--- config.mk ---
export PLATFORM = sky130hd
export DESIGN_NAME = decode_stage
export DESIGN_NICKNAME = d
export VERILOG_FILES = /design/src/rtl/decode_stage.sv
export SDC_FILE = /design/constraint.sdc
export NUM_CORES = 1
export LEC_CHECK = 0
export CORE_ASPECT_RATIO = 0.8
export CORE_MARGIN = 2
export CORE_UTILIZATION = 57
export CTS_CLUSTER_SIZE = 20
export DETAILED_ROUTE_END_ITERATION = 8
export PLACE_DENSITY = 0.86
export SLEW_MARGIN = 15
export SYNTH_ARGS = -nofsm -noshare
export SYNTH_HDL_FRONTEND = slang
export SYNTH_SLANG_ARGS = --single-unit
--- constraint.sdc ---
create_clock -name clk -period 3.5 [get_ports clk]
set_input_delay 0.7 -clock clk [delete_from_list [all_inputs] [get_ports clk]]
set_output_delay 0.7 -clock clk [all_outputs]
set_load 0.01 [all_outputs]
--- src/rtl/decode_stage.sv ---
// Registered RV32I decode stage with a 2-entry skid buffer and valid/ready on both sides.
// Optional M extension is enabled by defining DECODE_RV32M_EN.
module decode_stage #(
   parameter int XLEN     = 32,
   parameter int CU_OP_W  = 6,
   parameter int ALU_OP_W = 4
) (
   input  logic                clk,
   input  logic                nRst,
   input  logic                flush,
   input  logic                in_valid,
   output logic                in_ready,
   input  logic [31:0]         in_instr,
   input  logic [XLEN-1:0]     in_pc,
   output logic                out_valid,
   input  logic                out_ready,
   output logic [XLEN-1:0]     out_pc,
   output logic [CU_OP_W-1:0]  out_cu_op,
   output logic [ALU_OP_W-1:0] out_alu_op,
   output logic [4:0]          out_rs1,
   output logic [4:0]          out_rs2,
   output logic [4:0]          out_rd,
   output logic [XLEN-1:0]     out_imm,
   output logic                out_reg_write,
   output logic                out_mem_read,
   output logic                out_mem_write,
   output logic                out_branch,
   output logic                out_alu_src,
   output logic                out_illegal
);

   localparam logic [6:0] OPC_LUI = 7'h37, OPC_AUIPC = 7'h17, OPC_JAL = 7'h6F, OPC_JALR = 7'h67;
   localparam logic [6:0] OPC_BRANCH = 7'h63, OPC_LOAD = 7'h03, OPC_STORE = 7'h23;
   localparam logic [6:0] OPC_OP_IMM = 7'h13, OPC_OP = 7'h33;

   localparam logic [CU_OP_W-1:0] CU_ERROR = CU_OP_W'(0),  CU_LUI   = CU_OP_W'(1),  CU_AUIPC = CU_OP_W'(2);
   localparam logic [CU_OP_W-1:0] CU_JAL   = CU_OP_W'(3),  CU_JALR  = CU_OP_W'(4),  CU_BEQ   = CU_OP_W'(5);
   localparam logic [CU_OP_W-1:0] CU_BNE   = CU_OP_W'(6),  CU_BLT   = CU_OP_W'(7),  CU_BGE   = CU_OP_W'(8);
   localparam logic [CU_OP_W-1:0] CU_BLTU  = CU_OP_W'(9),  CU_BGEU  = CU_OP_W'(10), CU_LB    = CU_OP_W'(11);
   localparam logic [CU_OP_W-1:0] CU_LH    = CU_OP_W'(12), CU_LW    = CU_OP_W'(13), CU_LBU   = CU_OP_W'(14);
   localparam logic [CU_OP_W-1:0] CU_LHU   = CU_OP_W'(15), CU_SB    = CU_OP_W'(16), CU_SH    = CU_OP_W'(17);
   localparam logic [CU_OP_W-1:0] CU_SW    = CU_OP_W'(18), CU_ADDI  = CU_OP_W'(19), CU_SLTI  = CU_OP_W'(20);
   localparam logic [CU_OP_W-1:0] CU_SLTIU = CU_OP_W'(21), CU_XORI  = CU_OP_W'(22), CU_ORI   = CU_OP_W'(23);
   localparam logic [CU_OP_W-1:0] CU_ANDI  = CU_OP_W'(24), CU_SLLI  = CU_OP_W'(25), CU_SRLI  = CU_OP_W'(26);
   localparam logic [CU_OP_W-1:0] CU_SRAI  = CU_OP_W'(27), CU_ADD   = CU_OP_W'(28), CU_SUB   = CU_OP_W'(29);
   localparam logic [CU_OP_W-1:0] CU_SLL   = CU_OP_W'(30), CU_SLT   = CU_OP_W'(31), CU_SLTU  = CU_OP_W'(32);
   localparam logic [CU_OP_W-1:0] CU_XOR   = CU_OP_W'(33), CU_SRL   = CU_OP_W'(34), CU_SRA   = CU_OP_W'(35);
   localparam logic [CU_OP_W-1:0] CU_OR    = CU_OP_W'(36), CU_AND   = CU_OP_W'(37);

   localparam logic [ALU_OP_W-1:0] ALU_ADD = ALU_OP_W'(0), ALU_SUB  = ALU_OP_W'(1), ALU_SLL = ALU_OP_W'(2);
   localparam logic [ALU_OP_W-1:0] ALU_SLT = ALU_OP_W'(3), ALU_SLTU = ALU_OP_W'(4), ALU_XOR = ALU_OP_W'(5);
   localparam logic [ALU_OP_W-1:0] ALU_SRL = ALU_OP_W'(6), ALU_SRA  = ALU_OP_W'(7), ALU_OR  = ALU_OP_W'(8);
   localparam logic [ALU_OP_W-1:0] ALU_AND = ALU_OP_W'(9);

`ifdef DECODE_RV32M_EN
   localparam logic [CU_OP_W-1:0] CU_MUL  = CU_OP_W'(38), CU_MULH = CU_OP_W'(39), CU_MULHSU = CU_OP_W'(40);
   localparam logic [CU_OP_W-1:0] CU_MULHU = CU_OP_W'(41), CU_DIV = CU_OP_W'(42), CU_DIVU   = CU_OP_W'(43);
   localparam logic [CU_OP_W-1:0] CU_REM  = CU_OP_W'(44), CU_REMU = CU_OP_W'(45);
   // The divider yields quotient and remainder together; cu_op selects which one REM/REMU keep.
   localparam logic [ALU_OP_W-1:0] ALU_MUL   = ALU_OP_W'(10), ALU_MULH = ALU_OP_W'(11), ALU_MULHSU = ALU_OP_W'(12);
   localparam logic [ALU_OP_W-1:0] ALU_MULHU = ALU_OP_W'(13), ALU_DIV  = ALU_OP_W'(14), ALU_DIVU   = ALU_OP_W'(15);
`endif

   localparam logic [1:0] EMPTY = 2'd0, ONE = 2'd1, TWO = 2'd2;

   typedef struct packed {
      logic [XLEN-1:0]     pc;
      logic [CU_OP_W-1:0]  cu_op;
      logic [ALU_OP_W-1:0] alu_op;
      logic [4:0]          rs1;
      logic [4:0]          rs2;
      logic [4:0]          rd;
      logic [XLEN-1:0]     imm;
      logic                reg_write;
      logic                mem_read;
      logic                mem_write;
      logic                branch;
      logic                alu_src;
      logic                illegal;
   } bundle_t;

   logic [6:0]          opcode, funct7;
   logic [2:0]          funct3;
   logic [31:0]         imm_i, imm_s, imm_b, imm_u, imm_j, imm32;
   logic [CU_OP_W-1:0]  cu;
   logic [ALU_OP_W-1:0] alu;
   logic                use_rs1, use_rs2, use_rd, rw, mr, mw, br, asrc, bad;
   bundle_t             dec, main_reg, skid_reg, main_next;
   logic [1:0]          state_reg, state_next;
   logic                accept, retire, load_main, load_skid;

   assign opcode = in_instr[6:0];
   assign funct3 = in_instr[14:12];
   assign funct7 = in_instr[31:25];
   assign imm_i  = {{21{in_instr[31]}}, in_instr[30:20]};
   assign imm_s  = {{21{in_instr[31]}}, in_instr[30:25], in_instr[11:7]};
   assign imm_b  = {{20{in_instr[31]}}, in_instr[7], in_instr[30:25], in_instr[11:8], 1'b0};
   assign imm_u  = {in_instr[31:12], 12'b0};
   assign imm_j  = {{12{in_instr[31]}}, in_instr[19:12], in_instr[20], in_instr[30:21], 1'b0};

   // Upper-immediate and jump ops use ALU_ADD; execute picks x0/pc as operand A from cu_op.
   always_comb begin
      cu = CU_ERROR; alu = ALU_ADD; imm32 = 32'd0;
      use_rs1 = 1'b0; use_rs2 = 1'b0; use_rd = 1'b0;
      rw = 1'b0; mr = 1'b0; mw = 1'b0; br = 1'b0; asrc = 1'b0; bad = 1'b0;
      case (opcode)
         OPC_LUI: begin
            cu = CU_LUI; imm32 = imm_u; use_rd = 1'b1; rw = 1'b1; asrc = 1'b1;
         end
         OPC_AUIPC: begin
            cu = CU_AUIPC; imm32 = imm_u; use_rd = 1'b1; rw = 1'b1; asrc = 1'b1;
         end
         OPC_JAL: begin
            cu = CU_JAL; imm32 = imm_j; use_rd = 1'b1; rw = 1'b1; asrc = 1'b1;
         end
         OPC_JALR: begin
            cu = CU_JALR; imm32 = imm_i; use_rs1 = 1'b1; use_rd = 1'b1; rw = 1'b1; asrc = 1'b1;
            bad = (funct3 != 3'd0);
         end
         OPC_BRANCH: begin
            imm32 = imm_b; use_rs1 = 1'b1; use_rs2 = 1'b1; br = 1'b1; alu = ALU_SUB;
            case (funct3)
               3'd0: cu = CU_BEQ;
               3'd1: cu = CU_BNE;
               3'd4: cu = CU_BLT;
               3'd5: cu = CU_BGE;
               3'd6: cu = CU_BLTU;
               3'd7: cu = CU_BGEU;
               default: bad = 1'b1;
            endcase
         end
         OPC_LOAD: begin
            imm32 = imm_i; use_rs1 = 1'b1; use_rd = 1'b1; rw = 1'b1; mr = 1'b1; asrc = 1'b1;
            case (funct3)
               3'd0: cu = CU_LB;
               3'd1: cu = CU_LH;
               3'd2: cu = CU_LW;
               3'd4: cu = CU_LBU;
               3'd5: cu = CU_LHU;
               default: bad = 1'b1;
            endcase
         end
         OPC_STORE: begin
            imm32 = imm_s; use_rs1 = 1'b1; use_rs2 = 1'b1; mw = 1'b1; asrc = 1'b1;
            case (funct3)
               3'd0: cu = CU_SB;
               3'd1: cu = CU_SH;
               3'd2: cu = CU_SW;
               default: bad = 1'b1;
            endcase
         end
         OPC_OP_IMM: begin
            imm32 = imm_i; use_rs1 = 1'b1; use_rd = 1'b1; rw = 1'b1; asrc = 1'b1;
            case (funct3)
               3'd0: begin cu = CU_ADDI;  alu = ALU_ADD;  end
               3'd2: begin cu = CU_SLTI;  alu = ALU_SLT;  end
               3'd3: begin cu = CU_SLTIU; alu = ALU_SLTU; end
               3'd4: begin cu = CU_XORI;  alu = ALU_XOR;  end
               3'd6: begin cu = CU_ORI;   alu = ALU_OR;   end
               3'd7: begin cu = CU_ANDI;  alu = ALU_AND;  end
               3'd1: begin cu = CU_SLLI;  alu = ALU_SLL; bad = (funct7 != 7'h00); end
               default: begin
                  if (funct7 == 7'h00)      begin cu = CU_SRLI; alu = ALU_SRL; end
                  else if (funct7 == 7'h20) begin cu = CU_SRAI; alu = ALU_SRA; end
                  else bad = 1'b1;
               end
            endcase
         end
         OPC_OP: begin
            use_rs1 = 1'b1; use_rs2 = 1'b1; use_rd = 1'b1; rw = 1'b1;
            if (funct7 == 7'h00) begin
               case (funct3)
                  3'd0: begin cu = CU_ADD;  alu = ALU_ADD;  end
                  3'd1: begin cu = CU_SLL;  alu = ALU_SLL;  end
                  3'd2: begin cu = CU_SLT;  alu = ALU_SLT;  end
                  3'd3: begin cu = CU_SLTU; alu = ALU_SLTU; end
                  3'd4: begin cu = CU_XOR;  alu = ALU_XOR;  end
                  3'd5: begin cu = CU_SRL;  alu = ALU_SRL;  end
                  3'd6: begin cu = CU_OR;   alu = ALU_OR;   end
                  default: begin cu = CU_AND; alu = ALU_AND; end
               endcase
            end else if (funct7 == 7'h20) begin
               case (funct3)
                  3'd0: begin cu = CU_SUB; alu = ALU_SUB; end
                  3'd5: begin cu = CU_SRA; alu = ALU_SRA; end
                  default: bad = 1'b1;
               endcase
            end else if (funct7 == 7'h01) begin
`ifdef DECODE_RV32M_EN
               case (funct3)
                  3'd0: begin cu = CU_MUL;    alu = ALU_MUL;    end
                  3'd1: begin cu = CU_MULH;   alu = ALU_MULH;   end
                  3'd2: begin cu = CU_MULHSU; alu = ALU_MULHSU; end
                  3'd3: begin cu = CU_MULHU;  alu = ALU_MULHU;  end
                  3'd4: begin cu = CU_DIV;    alu = ALU_DIV;    end
                  3'd5: begin cu = CU_DIVU;   alu = ALU_DIVU;   end
                  3'd6: begin cu = CU_REM;    alu = ALU_DIV;    end
                  default: begin cu = CU_REMU; alu = ALU_DIVU; end
               endcase
`else
               bad = 1'b1;
`endif
            end else begin
               bad = 1'b1;
            end
         end
         default: bad = 1'b1;
      endcase
   end

   // Illegal encodings carry only pc, CU_ERROR and the flag; everything else is zeroed.
   always_comb begin
      dec    = '0;
      dec.pc = in_pc;
      if (bad) begin
         dec.cu_op   = CU_ERROR;
         dec.illegal = 1'b1;
      end else begin
         dec.cu_op     = cu;
         dec.alu_op    = alu;
         dec.rs1       = use_rs1 ? in_instr[19:15] : 5'd0;
         dec.rs2       = use_rs2 ? in_instr[24:20] : 5'd0;
         dec.rd        = use_rd  ? in_instr[11:7]  : 5'd0;
         dec.imm       = XLEN'($signed(imm32));
         dec.reg_write = rw && (in_instr[11:7] != 5'd0);
         dec.mem_read  = mr;
         dec.mem_write = mw;
         dec.branch    = br;
         dec.alu_src   = asrc;
      end
   end

   assign in_ready  = (state_reg != TWO);
   assign out_valid = (state_reg != EMPTY);
   assign accept    = in_valid && in_ready;
   assign retire    = out_valid && out_ready;

   always_comb begin
      state_next = state_reg;
      load_main  = 1'b0;
      load_skid  = 1'b0;
      main_next  = dec;
      if (flush) begin
         state_next = EMPTY;
      end else begin
         case (state_reg)
            EMPTY: if (accept) begin load_main = 1'b1; state_next = ONE; end
            ONE: begin
               if (accept && retire) load_main = 1'b1;
               else if (accept) begin load_skid = 1'b1; state_next = TWO; end
               else if (retire) state_next = EMPTY;
            end
            TWO: if (retire) begin load_main = 1'b1; main_next = skid_reg; state_next = ONE; end
            default: state_next = EMPTY;
         endcase
      end
   end

   always_ff @(posedge clk or negedge nRst) begin
      if (!nRst) begin
         state_reg <= EMPTY;
         main_reg  <= '0;
         skid_reg  <= '0;
      end else begin
         state_reg <= state_next;
         if (load_main) main_reg <= main_next;
         if (load_skid) skid_reg <= dec;
      end
   end

   assign out_pc        = main_reg.pc;
   assign out_cu_op     = main_reg.cu_op;
   assign out_alu_op    = main_reg.alu_op;
   assign out_rs1       = main_reg.rs1;
   assign out_rs2       = main_reg.rs2;
   assign out_rd        = main_reg.rd;
   assign out_imm       = main_reg.imm;
   assign out_reg_write = main_reg.reg_write;
   assign out_mem_read  = main_reg.mem_read;
   assign out_mem_write = main_reg.mem_write;
   assign out_branch    = main_reg.branch;
   assign out_alu_src   = main_reg.alu_src;
   assign out_illegal   = main_reg.illegal;

endmodule

# [Yosys cells after proc, flatten, opt, wreduce, memory -nomap -nowiden]
# Index checks and enable logic that the tools add are counted.
[word_totals] wordCells=136 input_bits=69 regBits=192
[op_classes] n_eq_ne=24 n_reduce_logical=24 n_mux=61
[op_table] op="$mux W95" count=3
[op_table] op="$pmux W32 S5" count=1
[op_table] op="$mux W56" count=1
[op_table] op="$pmux W4 S7" count=2
[op_table] op="$pmux W6 S9" count=1
[op_table] op="$pmux W6 S7" count=1
[op_table] op="$pmux W5 S7" count=1
[op_table] op="$eq A7 B6 Y1 const B" count=4
[op_table] op="$mux W5" count=5
[op_table] op="$pmux W4 S6" count=1
[op_table] op="$mux W1" count=23
[op_table] op="$eq A7 B7 Y1 const B" count=3
[op_table] op="$pmux W4 S5" count=1
[op_table] op="$mux W6" count=3
[op_table] op="$reduce_or A6 Y1" count=3
[op_table] op="$pmux W5 S3" count=1
[op_table] op="$eq A7 B5 Y1 const B" count=2
[op_table] op="$reduce_or A7 Y1" count=2
[op_table] op="$eq A3 B3 Y1 const B" count=4
[op_table] op="$mux W2" count=6
[op_table] op="$pmux W4 S3" count=1
[op_table] op="$pmux W6 S2" count=1
[op_table] op="$reduce_or A3 Y1" count=4
[op_table] op="$mux W3" count=3
[op_table] op="other kinds (25)" count=32

# [Depth between registers and ports, before layout]
[depth] ltp_word=10 mapped_depth=11 ltp_nobuf=6

# [Least setup slack after synthesis]
# Ideal clock, no wire load.
[synth_timing] kind="input -> register" from="in in_instr[25]" to="reg main_reg (netlist bit out_branch)" t_arrival_ns=2.725 setup_slack_ns=0.697 path_buffers=1 setup_time_ns=0.077 path_stages=7 cell_sequence="nor4_4 -> o311ai_1 -> a32o_1 -> or4_1 -> buf_2 -> or4_1 -> a21oi_1"
[synth_via] elab_chain_cells=9 elab_cells_between_ends=13
[synth_rtl] element="start, declared" line="13" source="input logic [31:0] in_instr,"
[synth_rtl] element="$eq A7 B6 Y1" line="164, 182"
[synth_rtl] element="$mux W1" line="164" source="else if (funct7 == 7'h20) begin cu = CU_SRAI; alu = ALU_SRA; end"
[synth_rtl] element="$mux W1" line="163" source="if (funct7 == 7'h00) begin cu = CU_SRLI; alu = ALU_SRL; end"
[synth_rtl] element="$pmux W1 S2" line="154" source="case (funct3)"
[synth_rtl] element="$pmux W1 S7 *" line="106" source="case (opcode)"
[synth_rtl] element="$mux W56 *" line="215" source="if (bad) begin"
[synth_rtl] element="$mux W95" line="253" source="TWO: if (retire) begin load_main = 1'b1; main_next = skid_reg; state_next = ONE; end"
[synth_rtl] element="$mux W95" line="246" source="case (state_reg)"
[synth_rtl] element="$mux W95 *" line="243" source="if (flush) begin"
[synth_rtl] element="end signal, assigned" line="266" source="if (load_main) main_reg <= main_next;"
[synth_rtl] element="end, declared" line="88" source="bundle_t dec, main_reg, skid_reg, main_next;"
# Every way passes the cells marked *; elsewhere a longest branch is shown, timed or not.
# A chain may end at the register's enable or synchronous reset.

# [Final worst setup path]
[layout_timing] from="in in_instr[25]" to="reg skid_reg[44] (netlist bit)"
[layout_via] elab_chain_cells=6 elab_cells_between_ends=10
[layout_rtl] element="$eq A7 B6 Y1" line="164, 182"
[layout_rtl] element="$mux W1" line="164"
[layout_rtl] element="$mux W1" line="163"
[layout_rtl] element="$pmux W1 S2" line="154"
[layout_rtl] element="$pmux W1 S7 *" line="106"
[layout_rtl] element="$mux W56 *" line="215"
[layout_rtl] element="end signal, assigned" line="263" source="skid_reg <= '0;"
[layout_rtl] element="end signal, assigned" line="267" source="if (load_skid) skid_reg <= dec;"
[layout_rtl] element="end, declared" line="88"
# Marks and branches as above.

==> impl_metrics.csv <==
group,metric,value,unit
power_and_ir_drop,p_leak,5.309,nW
synthesis,syn_area,0.008889,mm^2
grt,grt_use_total,32.12,%
power_and_ir_drop,peakVddDrop,0.3334,mV
place,place_ws,-0.06203,ns
sta,slew_headroom,30.73,%
cts,cts_setup_buffers,0,
setup_path,cp.required,3.83,ns
synthesis,synth_top_cell_area_share,54.05,%
cts,cts_tree,"built",
sta,rsz0062_at_grt,"false",
synthesis,synth_cell_type_count,63,
grt,antenna_found_initial,0,
min_path,holdCritPathClass,"in -> async",
layout,drive_above_1_share,10.71,%
layout,largest_reg_flops,95,
cts,cts_sinks,192,
synthesis,async_flop_share,100.0,%
detailed_routing,vias,8306,
setup_path,rr_worst_depth,6,
layout,nFillCells,1014,
setup_path,worstPathCellList,"clkdlybuf4s50_1, nor4_4, o311ai_1, a32o_1, or4_1, buf_4, or2_2, o21ai_0",
setup_path,regToRegSetupSlack,1.21,ns
setup_path,endpoint_kind,"flop",
synthesis,synth_fp_nets,1033,
floorplanning,core,0.01511,mm^2
sta,setup_tns,0,ns
layout,multi_input_area,0.003824,mm^2
cts,cts_resized,0,
layout,post-route-util,76.88,%
sta,setup_ws,0.3477,ns
synthesis,synth_ff_type,"dfrtp_1",
floorplanning,die_h,115.7,um
place,place_congestion,0.9748,
grt,grt_pass1_wl,41.63,mm
grt,grt_max_degree,134,
synthesis,ys_top_cells_by_count,"nand2_1 (237), dfrtp_1 (192), nor2_1 (74)",
sta,fmax,317.2,MHz
setup_path,cpMaxStageDelayCell,"or4_1",
outcome,status,"finished clean",
sta,min_period,3.152,ns
detailed_routing,drt_wl_total,25.93,mm
sta,period_share,90.07,%
floorplanning,pin_count,166,
sta,setup-violations-final,0,
floorplanning,die-area,0.01661,mm^2
layout,area_growth,30.73,%
setup_path,cp-start-kind,"primary input",
cts,htreeDepth,4,
synthesis,synth.area.top_cells,"dfrtp_1 (54%), nand2_1 (10%), a22o_1 (3.7%), nor2_1 (3.1%), a21oi_1 (3.0%)",
setup_path,path_max_fanout,11,
detailed_routing,post_drt_wl_per_cell,19.09,um
setup_path,critPathBufInv,2,
synthesis,syn_avg_cell_area,9.220,um^2
grt,grt_pass1_vias,7981,
power_and_ir_drop,total_power,5.280,mW
synthesis,yosysWarnings,0,
layout,nNetsFinal,1205,
synthesis,yosysTopAreaCell,"dfrtp_1",
layout,antenna_cells,0,
power_and_ir_drop,powerDensity,454.4,mW/mm^2
layout,ff_latch_area,0.004805,mm^2
synthesis,synth-seq-cells,192,
floorplanning,num_rows,40,
synthesis,ys_seq_area_share,54.05,%
place,place_hpwl,17.50,mm
synthesis,synth_edf_count,0,
place,port_buffers,165,
cts,clockBufferDepth,2,
setup_path,worstSetupPathType,"in -> reg",
sta,worst_pin_slew,1.025,ns
floorplanning,start_util,58.81,%
setup_path,crit-reg2reg-launch,"state_reg[1]",
layout,final_area,0.01162,mm^2
setup_path,startpoint,"in_instr[25]",
cts,holdBufCountCts,0,
synthesis,synth_most_common_cell,"nand2_1",
cts,clkTransAtPathRegs,0.07,ns
setup_path,rr_endpoint,"skid_reg[40]",
detailed_routing,via_per_inst,6.116,
detailed_routing,drt_iter0_markers,924,
cts,clk_latency,0.43,ns
layout,instances_no_fill,1358,
flow_run,drv_cap,0,
cts,root_buffer,"clkbuf_16",
sta,clock_skew,0.01014,ns
setup_path,crit_family,"simple AND/OR/NAND/NOR gates",
detailed_routing,drtAntennaViolNets,0,
floorplanning,die_w,143.6,um
sta,hold_ws,0.3142,ns
place,placed_area,0.01106,mm^2
place,post-place-cells,1327,
grt,grt-ovfl-total,0,
sta,finalHoldViolations,0,
sta,drv_slew,0,
synthesis,synthCells,964,
setup_path,max_stage_delay,0.60,ns
detailed_routing,drc,0,
cts,cts_made_buffers,17,
detailed_routing,first_pass_iters,8,
setup_path,cp.arrival,3.49,ns
## cell usage in the layout, fill, tap and decap left out, types with 3 or more instances in the layout
master and instances:
nor2_1 73, nor3_1 14, o21ai_0 44, o22ai_1 15, o31ai_1 26, nand4_1 3, nand3_1 7, buf_4 62
a31oi_1 34, nor3b_1 3, nand3b_1 3, dfrtp_1 192, a21oi_1 53, and3b_1 3, a211oi_1 6, nor2b_1 7
clkbuf_16 17, o21a_1 3, or2_2 11, nand2b_1 9, nor4bb_1 3, a22o_1 38, clkdlybuf4s50_1 164, nand2_1 235
a221o_1 6, a21o_1 24, inv_6 6, clkinv_4 3, a22oi_1 18, nor3_2 6
## cells by family (layout without fill, tap and decap cells)
| family | Yosys count | after routing | synth area share [%] |
|---|---|---|---|
| AND/OR/NAND/NOR | 398 | 398 | 19.82 |
| AO/OA/AOI/OAI | 291 | 291 | 22.26 |
| flip-flops | 192 | 192 | 54.05 |
| buffers and inverters | 78 | 262 | 3.350 |
| XOR/XNOR | 3 | 3 | 0.2957 |
| adder cells (fa/ha/maj) | 1 | 1 | 0.1126 |
| multiplexers | 1 | 1 | 0.1126 |
## metal layers
layer	up-vias	routed length [um]	track usage [%]	part of all wire (%)
met5	-	0	0	0
met4	0	558	9.281	2.2
met3	53	2248	6.942	8.7
met2	432	11760	47.78	45
met1	4056	11360	48.09	44
li1	3765	-	-	-
## power breakdown
part / switching [mW] / total (mW) / internal, mW
combinational: 0.441 / 0.867 / 0.425
clock: 0.905 / 1.86 / 0.953
sequential: 0.129 / 2.56 / 2.43
## how the worst max path moves through the flow
stage	endpoint	slack [ns]	depth (start not counted)
5_1_grt	skid_reg[44]	0.26	8
2_1_floorplan	out_branch	0.70	7
3_5_place_dp	skid_reg[44]	-0.06	8
6_report	skid_reg[44]	0.35	8
4_1_cts	skid_reg[44]	0.41	8
3_3_place_gp	skid_reg[47]	0.06	8
## final cells by class
cell class              count  share of cell area [%]
flip-flops and latches    192                   41.35
multi-input cells         694                   32.91
repair buffers            229                   18.60
clock buffers              18                   3.779
well taps                 210                   2.261
clock inverters            13                   1.044
inverters                   2                 0.06461
No activity file was read; power rests on OpenSTA's default activity.
